[config.mk]
export PLATFORM = sky130hd
export DESIGN_NAME = s2p_frame_deser
export DESIGN_NICKNAME = d
export VERILOG_FILES = /design/src/rtl/s2p_frame_deser.sv
export SDC_FILE = /design/constraint.sdc
export NUM_CORES = 1
export LEC_CHECK = 0
export CAP_MARGIN = 20
export CORE_MARGIN = 5
export CORE_UTILIZATION = 58
export CTS_CLUSTER_DIAMETER = 80
export CTS_CLUSTER_SIZE = 12
export DETAILED_ROUTE_END_ITERATION = 7
export PLACE_DENSITY = 0.84
export SLEW_MARGIN = 20
export SYNTH_ARGS = -nofsm -noshare
export SYNTH_HDL_FRONTEND = slang
export SYNTH_SLANG_ARGS = --single-unit
[constraint.sdc]
create_clock -name clk -period 3 [get_ports clk]
set_input_delay 0.6 -clock clk [delete_from_list [all_inputs] [get_ports clk]]
set_output_delay 0.6 -clock clk [all_outputs]
set_load 0.03 [all_outputs]
[src/rtl/s2p_frame_deser.sv]
// -----------------------------------------------------------------------------
// s2p_frame_deser
//
// This block deserializes a framed serial stream from the EEG ADC. Each frame
// holds NUM_WORDS words of WORD_W bits: a status word followed by channel
// samples. serial_clk and serial_in are asynchronous to clk. Both pass through
// synchronizers of equal depth and are then sampled entirely in the clk domain.
// Each completed word is presented with its index and a one-cycle strobe.
//
// Optional feature macro: S2P_HDR_CHECK_EN
//   When it is defined, the top 4 bits of word 0 are compared to the ADC status
//   header 4'hC, and hdr_err pulses with word 0's word_valid on a mismatch.
//   This feature needs WORD_W >= 4.
//   When it is undefined, hdr_err is tied to 0.
//
// Ports
//   clk           in   system clock, rising edge
//   reset         in   asynchronous, active-low reset
//   serial_clk    in   ADC serial clock (asynchronous to clk)
//   serial_in     in   ADC serial data, valid at the serial_clk rising edge
//   frame_start   in   one-clk pulse that marks the start of a frame
//   s2p_en        in   capture enable; when low, the counters and the shifter are frozen
//   parallel_out  out  last completed word
//   word_idx      out  index of parallel_out within the frame
//   word_valid    out  one-clk pulse: parallel_out/word_idx were updated
//   frame_done    out  one-clk pulse with the word_valid of the last word
//   frame_err     out  one-clk pulse: frame aborted by an early frame_start
//   busy          out  high while a frame is being shifted in
//   hdr_err       out  status-header mismatch on word 0 (see macro above)
// -----------------------------------------------------------------------------
module s2p_frame_deser #(
  parameter int WORD_W    = 24,
  parameter int NUM_WORDS = 9,
  parameter bit MSB_FIRST = 1'b1,
  parameter int IDX_W     = (NUM_WORDS > 1) ? $clog2(NUM_WORDS) : 1
) (
  input  logic              clk,
  input  logic              reset,
  input  logic              serial_clk,
  input  logic              serial_in,
  input  logic              frame_start,
  input  logic              s2p_en,
  output logic [WORD_W-1:0] parallel_out,
  output logic [IDX_W-1:0]  word_idx,
  output logic              word_valid,
  output logic              frame_done,
  output logic              frame_err,
  output logic              busy,
  output logic              hdr_err
);

  localparam int BIT_W = (WORD_W > 1) ? $clog2(WORD_W) : 1;
  localparam logic [BIT_W-1:0] LAST_BIT  = BIT_W'(WORD_W - 1);
  localparam logic [IDX_W-1:0] LAST_WORD = IDX_W'(NUM_WORDS - 1);

  typedef enum logic {
    S_IDLE,
    S_SHIFT
  } state_t;

  state_t             r_state;
  state_t             w_state_nxt;
  logic [2:0]         r_sck_sync;
  logic [1:0]         r_sdi_sync;
  logic [WORD_W-1:0]  r_shift;
  logic [BIT_W-1:0]   r_bit_cnt;
  logic [IDX_W-1:0]   r_word_cnt;
  logic [WORD_W-1:0]  r_parallel;
  logic [IDX_W-1:0]   r_word_idx;
  logic               r_word_valid;
  logic               r_frame_done;
  logic               r_frame_err;

  logic               w_sck_rise;
  logic               w_sdi;
  logic               w_shift_en;
  logic               w_word_done;
  logic               w_last_word;
  logic               w_abort;
  logic [WORD_W-1:0]  w_shift_nxt;

  // Stage [1] of both chains carries the same sample point. Stage [2] of the
  // clock chain exists only to detect the rising edge.
  always_ff @(posedge clk or negedge reset) begin
    if (!reset) begin
      // NOTE: sequential state uses non-blocking assignments only, so every flop
      // reads the values from before the clock edge.
      r_sck_sync <= '0;
      r_sdi_sync <= '0;
    end else begin
      r_sck_sync <= {r_sck_sync[1:0], serial_clk};
      r_sdi_sync <= {r_sdi_sync[0], serial_in};
    end
  end

  assign w_sck_rise  = r_sck_sync[1] & ~r_sck_sync[2];
  assign w_sdi       = r_sdi_sync[1];

  assign w_shift_en  = (r_state == S_SHIFT) && w_sck_rise && s2p_en;
  assign w_word_done = w_shift_en && (r_bit_cnt == LAST_BIT);
  assign w_last_word = w_word_done && (r_word_cnt == LAST_WORD);
  // A restart that coincides with the final bit of the frame is a clean
  // back-to-back frame, not an abort.
  assign w_abort     = frame_start && (r_state == S_SHIFT) && !w_last_word;

  assign w_shift_nxt = MSB_FIRST ? {r_shift[WORD_W-2:0], w_sdi}
                                 : {w_sdi, r_shift[WORD_W-1:1]};

  always_ff @(posedge clk or negedge reset) begin
    if (!reset) r_state <= S_IDLE;
    else        r_state <= w_state_nxt;
  end

  always_comb begin
    // NOTE: assign a default first, so that no path through this block leaves
    // w_state_nxt unassigned (which would infer a latch).
    w_state_nxt = r_state;
    unique case (r_state)
      S_IDLE:  if (frame_start) w_state_nxt = S_SHIFT;
      S_SHIFT: if (frame_start)      w_state_nxt = S_SHIFT;
               else if (w_last_word) w_state_nxt = S_IDLE;
      default: w_state_nxt = S_IDLE;
    endcase
  end

  always_ff @(posedge clk or negedge reset) begin
    if (!reset) begin
      // NOTE: the shift register is cleared on reset as well, so that a reset in
      // mid-frame can never leak partial bits into a later word.
      r_shift      <= '0;
      r_bit_cnt    <= '0;
      r_word_cnt   <= '0;
      r_parallel   <= '0;
      r_word_idx   <= '0;
      r_word_valid <= 1'b0;
      r_frame_done <= 1'b0;
      r_frame_err  <= 1'b0;
    end else begin
      r_word_valid <= w_word_done;
      r_frame_done <= w_last_word;
      r_frame_err  <= w_abort;

      // A word that completes in the same cycle as frame_start is still delivered.
      if (w_word_done) begin
        r_parallel <= w_shift_nxt;
        r_word_idx <= r_word_cnt;
      end

      if (frame_start) begin
        r_shift    <= '0;
        r_bit_cnt  <= '0;
        r_word_cnt <= '0;
      end else if (w_shift_en) begin
        r_shift <= w_shift_nxt;
        if (w_word_done) begin
          r_bit_cnt  <= '0;
          r_word_cnt <= w_last_word ? '0 : r_word_cnt + 1'b1;
        end else begin
          r_bit_cnt  <= r_bit_cnt + 1'b1;
        end
      end
    end
  end

`ifdef S2P_HDR_CHECK_EN
  logic r_hdr_err;

  always_ff @(posedge clk or negedge reset) begin
    if (!reset) r_hdr_err <= 1'b0;
    else        r_hdr_err <= w_word_done && (r_word_cnt == '0) &&
                             (w_shift_nxt[WORD_W-1 -: 4] != 4'hC);
  end

  assign hdr_err = r_hdr_err;
`else
  assign hdr_err = 1'b0;
`endif

  assign parallel_out = r_parallel;
  assign word_idx     = r_word_idx;
  assign word_valid   = r_word_valid;
  assign frame_done   = r_frame_done;
  assign frame_err    = r_frame_err;
  assign busy         = (r_state == S_SHIFT);

endmodule

; Word-level counts from Yosys, hierarchy flattened
; Index checks and enable logic that the tools add are counted.
; W data, S select, Z words.
[word_totals]
input_bits = 6
output_inout_bits = 33
reg_bits = 69
word_cells = 41
[classes]
n_reduce_logical = 10
n_addsub = 2
eq_ne = 2
n_bitwise = 3
mux = 13
[ops]
columns = cell, n
row1 = $mux W23, 2
row2 = $mux W4, 4
row3 = $mux W5, 3
row4 = $logic_and A1 B1 Y1, 6
row5 = $add A5 B1 Y5 const B, 1
row6 = $eq A5 B5 Y1 const B, 1
row7 = $add A4 B1 Y4 const B, 1
row8 = $eq A4 B4 Y1 const B, 1
row9 = $reduce_bool A2 Y1, 2
row10 = $mux W1, 3
row11 = $not A1 Y1, 2
row12 = $pmux W1 S2, 1
row13 = $reduce_and A2 Y1, 1
row14 = $and A1 B1 Y1, 1
row15 = $logic_not A1 Y1, 1

; Longest topological paths before layout
; Gate-level depths: netlist of the first run.
[depth]
ltp_word = 10
ltp_mapped = 6

; Worst setup path after synthesis of the first run
; Ideal clock, no wire load.
[synth_path]
kind = in2reg
startpoint = in s2p_en
endpoint = reg r_parallel[17] (netlist: parallel_out[17])
t_required_ns = 2.875
arrival_time_ns = 1.457
path_slack_ns = 1.418
stages = 6
path_buffers = 2
cell_sequence = and4b_1 buf_6 nand2_4 buf_8 inv_4 mux2_4
[synth_via]
elab_chain_cells = 2
[synth_rtl]
columns = item, line_no
row1 = start: declaration, 42  ; input logic s2p_en,
row2 = $logic_and A1 B1 Y1, 99  ; assign w_shift_en = (r_state == S_SHIFT) && w_sck_rise && s2p_en;
row3 = $logic_and A1 B1 Y1, 100  ; assign w_word_done = w_shift_en && (r_bit_cnt == LAST_BIT);
row4 = named net w_word_done, 77  ; logic w_word_done;
row5 = end signal: assignment, 145  ; r_parallel <= w_shift_nxt;
row6 = end: declaration, 68  ; logic [WORD_W-1:0] r_parallel;
; The timed path passes the listed nets, and every way through them passes these cells.
; A chain may end at the register's enable or synchronous reset.

; Worst setup path after layout of the first run
[layout_path]
startpoint = reg r_state (netlist: busy)
endpoint = out busy
[layout_rtl]
columns = item, line_no
row1 = start: declaration, 61  ; state_t r_state;
row2 = start signal: assignment, 111  ; else r_state <= w_state_nxt;
row3 = end: declaration, 48  ; output logic busy,
; No word-level cell between the ends.

==> results of run 1 <==
-- stage by stage --
step	power, mW	std cells
final	1.84	346
after global routing	1.92	346
after CTS	1.86	346
after detailed placement	1.01	330
after global placement	1.01	330
after floorplan	0.980	236
-- synthesized netlist by cell type, types with 2 or more instances --
master                      n
sky130_fd_sc_hd__dfrtp_1   69
sky130_fd_sc_hd__nand2_1   52
sky130_fd_sc_hd__a21oi_1   30
sky130_fd_sc_hd__mux2_4    25
sky130_fd_sc_hd__o21ai_0   11
sky130_fd_sc_hd__inv_1      6
sky130_fd_sc_hd__buf_2      5
sky130_fd_sc_hd__clkbuf_1   4
sky130_fd_sc_hd__buf_6      3
sky130_fd_sc_hd__ha_1       3
sky130_fd_sc_hd__nand3_1    3
sky130_fd_sc_hd__or3_1      3
sky130_fd_sc_hd__nand4b_1   2
sky130_fd_sc_hd__nor2_1     2
-- how the worst max path moves through the flow --
stage | depth (start not counted) | endpoint | start | slack [ps]
after floorplan | 6 | parallel_out[17] | s2p_en | 1420
after global placement | 5 | parallel_out[17] | s2p_en | 800
after detailed placement | 5 | parallel_out[17] | s2p_en | 750
final | 1 | busy | busy | 980
after CTS | 1 | busy | busy | 970
after global routing | 1 | busy | busy | 910
-- worst register-to-register path, delay by kind of cell, from the launching register on --
family	cells	cell delay (ps)
fa+ha+maj	1	220
flops	1	390
simple gates	2	630
mux	1	300
buf+inv	1	160
-- sequential cells by signal, indices dropped and copies added, names as in the netlist --
signal / count
word_idx: 4
r_sck_sync: 3
r_shift: 23
parallel_out: 24
r_sdi_sync: 2
busy: 1
frame_err: 1
word_valid: 1
r_bit_cnt: 5
frame_done: 1
r_word_cnt: 4
-- logic make-up after synthesis --
group | share of synthesized area
and+or+nand+nor | 0.112
DFF | 0.606
AOI/OAI and AO/OA | 0.0905
muxes | 0.132
buffers and inverters | 0.0453
adders and majority gates | 0.0132
other | 0.00132
-- cell type report --
type                    count  area (um2)
clock buffers              13         159
clock inverters             3        67.6
fillers                   326        1290
inverters                   7        28.8
multi-input cells         145         992
flip-flops and latches     69        1730
well taps                  67        83.8
repair buffers             42         403
-- routing by layer --
layer	part of all wire	GRT usage	wire, um	vias up
met1	0.43	0.241	2300	916
met2	0.49	0.289	2630	65
met4	0.023	0.113	122	0
li1	-	-	-	882
met3	0.063	0.0583	337	12
met5	0	0	0	-
-- power by group --
| group | leakage [nW] | switching [mW] | internal [mW] | total, mW |
|---|---|---|---|---|
| sequential | 0.945 | 0.00303 | 0.935 | 0.938 |
| clock | 0.110 | 0.334 | 0.514 | 0.848 |
| combinational | 0.550 | 0.0409 | 0.0127 | 0.0536 |
==> results.yml, run 1 <==
run_status:
  run_status: "finished clean"
floorplanning:
  floorplan.core_area_mm2: 0.00475
  initial_core_util: 0.599
  die_height_um: 80.1
  die_area_mm2: 0.00641
  fp.dieW_um: 80.1
  design.portCount: 39
  std_cell_rows: 25
final_layout:
  most_frequent_standard_cell_in_the_layout_excluding_fill_and_tap_cells: "sky130_fd_sc_hd__dfrtp_1"
  layout.core_utilization: 0.728
  drive_gt1_frac: 0.172
  post-route-cell-area_mm2: 0.00346
  num-nets-final: 283
  final_cell_mix: "sky130_fd_sc_hd__dfrtp_1, sky130_fd_sc_hd__nand2_1, sky130_fd_sc_hd__clkdlybuf4s50_1"
  antenna-diode-count: 0
  area_growth_syn_to_layout_pct: 21.5
timing:
  fmax_mhz: 495
  slew_headroom: 0.635
  setup_slack_ps: 978
  fin_crit_ps: 2020
  fin_hold_ws_ps: 235
  final_clock_skew_ps: 7.13
  max_slew.worst_pin.slew_ps: 547
  crit_share_post_route: 0.674
  finalHoldViolations: 0
  number_of_max_slew_violations_in_the_final_report: 0
  rsz0062_at_grt: "false"
  final_setup_violation_count: 0
  tns_ps: 0
routing:
  finalWirelength_um: 5390
  routedWlPerCell_um: 15.6
  via_per_inst: 5.42
  drc_violations_left: 0
  drt_iter0_markers: 219
  vias: 1875
  detailedRoute.firstPassIterationCount: 5
  drtAntennaViolNets: 0
placed_design:
  place_worst_setup_slack_ps: 750
  placement.io_buffers: 37
  gp_congestion: 0.753
  detailed_place_hpwl_um: 3390
  placedInstanceArea_mm2: 0.00323
power_and_ir_drop:
  ir_drop_mv: 0.400
  p_per_area_mw_per_mm2: 532
  cell_leakage_power_nw: 1.60
cts:
  clock_tree.root_cell: "sky130_fd_sc_hd__clkbuf_8"
  cts.htree.levels: 3
  total_setup_buffers_inserted_after_cts: 0
  cts_tree: "yes"
  cts_made_buffers: 9
  worst_skew_pair.late_latency_ps: 340
  post_cts_resize_count: 0
  cts.clk_slew.worst_paths_ps: 70
  max-clock-path-buffers: 2
  ctsHoldBuffers: 0
  numClockSinks: 69
logic_synthesis:
  synth-warning-count: 0
  synth.yosys.seq_area_share: 0.606
  dominantRegCellSynth: "sky130_fd_sc_hd__dfrtp_1"
  synth.distinct_cells: 32
  syn_avg_cell_area_um2: 12.1
  syn_nets: 245
  post-synth-top-area-fraction: 0.606
  ys_ff_latch: 69
  dominant_cells_by_area_after_synthesis: "sky130_fd_sc_hd__dfrtp_1, sky130_fd_sc_hd__mux2_4, sky130_fd_sc_hd__nand2_1, sky130_fd_sc_hd__a21oi_1, sky130_fd_sc_hd__o21ai_0"
  synth_largest_area_cell: "sky130_fd_sc_hd__dfrtp_1"
  syn-cell-area_mm2: 0.00285
  synth_enable_flop_cells: 0
  share_of_synthesized_flip_flops_with_an_asynchronous_set_or_reset: 1.00
  synthesis.instances: 236
run:
  max-cap-violations: 0
critical_path:
  launching_point_of_the_worst_reg2reg_path: "r_bit_cnt[0]"
  critical_path_class: "reg2out"
  maximum_fanout_encountered_on_the_critical_timing_path: 4
  regToRegSetupSlack_ps: 1190
  cp-start-kind: "flip-flop"
  required_ps: 2400
  worst_r2r_path_depth: 5
  cpMaxStageDelayCell: "sky130_fd_sc_hd__clkdlybuf4s50_1"
  critical_path.reg2reg.endpoint: "parallel_out[17]"
  cp.arrival_ps: 1420
  worstPathBufferInverterCount: 1
  timing.critical_path.max_delay_family: "buffers and inverters"
  max_stage_delay_ps: 690
  cp-end-kind: "output port"
  crit_path_cells: "clkdlybuf4s50_1"
global_routing:
  grt_first_pass_wirelength_um: 9060
  grt_antenna_before_repair: 0
  gr-total-overflow: 0
  grt_start_max_net_pins: 40
  via_count_of_the_first_global_routing_pass: 1913
  global_route.usage.total: 0.191
worst_hold_path:
  hp-class: "in2async"
Power figures use the tool's default switching activity.
==> inputs of run 2 (changes only) <==
- CORE_UTILIZATION: 58 -> 54
- PLACE_DENSITY: 0.84 -> 0.79
- clock period: 3 -> 2 ns (I/O delays scaled with it)
==> results.yml, run 2 (synthesis results as in run 1) <==
critical_path:
  worstPathBufferInverterCount: 1
  cp.arrival_ps: 1400
  crit_path_cells: "clkdlybuf4s50_1"
  worst_r2r_path_depth: 5
  cp-end-kind: "output port"
  required_ps: 1600
  cp-start-kind: "flip-flop"
  critical_path_class: "reg2out"
  timing.critical_path.max_delay_family: "buffers and inverters"
  maximum_fanout_encountered_on_the_critical_timing_path: 4
  cpMaxStageDelayCell: "sky130_fd_sc_hd__clkdlybuf4s50_1"
  max_stage_delay_ps: 690
  critical_path.reg2reg.endpoint: "parallel_out[4]"
  launching_point_of_the_worst_reg2reg_path: "r_bit_cnt[0]"
  regToRegSetupSlack_ps: 320
floorplanning:
  initial_core_util: 0.558
  die_height_um: 82.6
  design.portCount: 39
  std_cell_rows: 26
  die_area_mm2: 0.00683
  floorplan.core_area_mm2: 0.00511
  fp.dieW_um: 82.6
final_layout:
  fillerInstances: 373
  regArea_mm2: 0.00173
  drive_gt1_frac: 0.181
  flip_flop_count_of_the_largest_register_all_copies_and_words_added: 24
  most_frequent_standard_cell_in_the_layout_excluding_fill_and_tap_cells: "sky130_fd_sc_hd__dfrtp_1"
  num-nets-final: 286
  area_growth_syn_to_layout_pct: 24.3
  final_cell_mix: "sky130_fd_sc_hd__dfrtp_1, sky130_fd_sc_hd__nand2_1, sky130_fd_sc_hd__clkdlybuf4s50_1"
  area_of_the_multi_input_gates_um2: 992
  antenna-diode-count: 0
placed_design:
  placement.io_buffers: 37
  gp_congestion: 0.756
  detailed_place_hpwl_um: 3510
timing:
  rsz0062_at_grt: "false"
  number_of_max_slew_violations_in_the_final_report: 0
  finalHoldViolations: 0
  final_clock_skew_ps: 9.46
  fmax_mhz: 556
  final_setup_violation_count: 0
  crit_share_post_route: 0.899
  tns_ps: 0
  fin_crit_ps: 1800
worst_hold_path:
  hp-class: "in2async"
routing:
  drtAntennaViolNets: 0
  finalWirelength_um: 5350
  drc_violations_left: 0
  vias: 1866
  routedWlPerCell_um: 15.2
  detailedRoute.firstPassIterationCount: 5
  drt_iter0_markers: 169
  via_per_inst: 5.30
cts:
  max-clock-path-buffers: 2
  clock_tree.root_cell: "sky130_fd_sc_hd__clkbuf_8"
  total_setup_buffers_inserted_after_cts: 0
  ctsHoldBuffers: 0
  cts.htree.levels: 3
  cts_tree: "yes"
  post_cts_resize_count: 0
  cts_made_buffers: 9
  cts.clk_slew.worst_paths_ps: 70
  numClockSinks: 69
  worst_skew_pair.late_latency_ps: 340
power_and_ir_drop:
  cell_leakage_power_nw: 1.64
  total_power_after_layout_mw: 2.84
  p_per_area_mw_per_mm2: 803
  ir_drop_mv: 0.619
global_routing:
  grt_first_pass_wirelength_um: 8980
  via_count_of_the_first_global_routing_pass: 1836
  grt_antenna_before_repair: 0
  gr-total-overflow: 0
  global_route.usage.total: 0.179
  grt_start_max_net_pins: 70
run:
  max-cap-violations: 0
run_status:
  run_status: "finished clean"
==> run 2: cell count changes in the layout (fill, tap and decap cells not counted), sizes merged <==
cell and change:
buf +3, bufinv +1, clkbuf -1, clkinv +1, clkinvlp -1
==> run 2: metrics by stage <==
step	worst slack, ps	util	area, um2	cells	hold WS [ps]
finish	202	0.693	3540	352	76.9
global placement	115	0.646	3300	336	332
floorplan	442	-	2850	236	104
detailed placement	42.2	0.646	3300	336	335
CTS	173	0.693	3540	352	81.5
global route	142	0.693	3540	352	94.2
==> run 2: area by class of cell <==
class | instances | share of cell area
Clock buffer | 12 | 0.0410
Clock inverter | 4 | 0.0269
Inverter | 7 | 0.00813
Multi-Input combinational cell | 145 | 0.280
Sequential cell | 69 | 0.488
Tap cell | 70 | 0.0248
Timing Repair Buffer | 45 | 0.131
==> run 2: routing by layer <==
layer,global-route usage,share of wire,vias to the layer above
li1,-,-,889
met4,0.0964,0.023,0
met3,0.0488,0.040,12
met2,0.276,0.48,43
met5,0,0,-
met1,0.230,0.46,922
==> run 2: worst max-delay path by stage <==
stage	slack, ps	depth (start not counted)	from	to
after floorplan	440	6	busy	parallel_out[17]
after global placement	120	5	s2p_en	r_word_cnt[2]
after detailed placement	40	5	s2p_en	r_bit_cnt[0]
after CTS	170	1	busy	busy
after global routing	140	1	busy	busy
final	200	1	busy	busy
==> run 2: power breakdown <==
group          internal [mW]  switching [mW]  total, mW
sequential              1.40         0.00453       1.41
combinational         0.0225          0.0612     0.0837
clock                  0.862           0.489       1.35
total                   2.29           0.555       2.84
==> inputs of run 3 (changes only) <==
- GPL_ROUTABILITY_DRIVEN: default -> 0
- HOLD_SLACK_MARGIN: default -> 0.06
==> results of run 3 <==
Same layout as run 2: the final DEF is identical, and so are final timing and power.
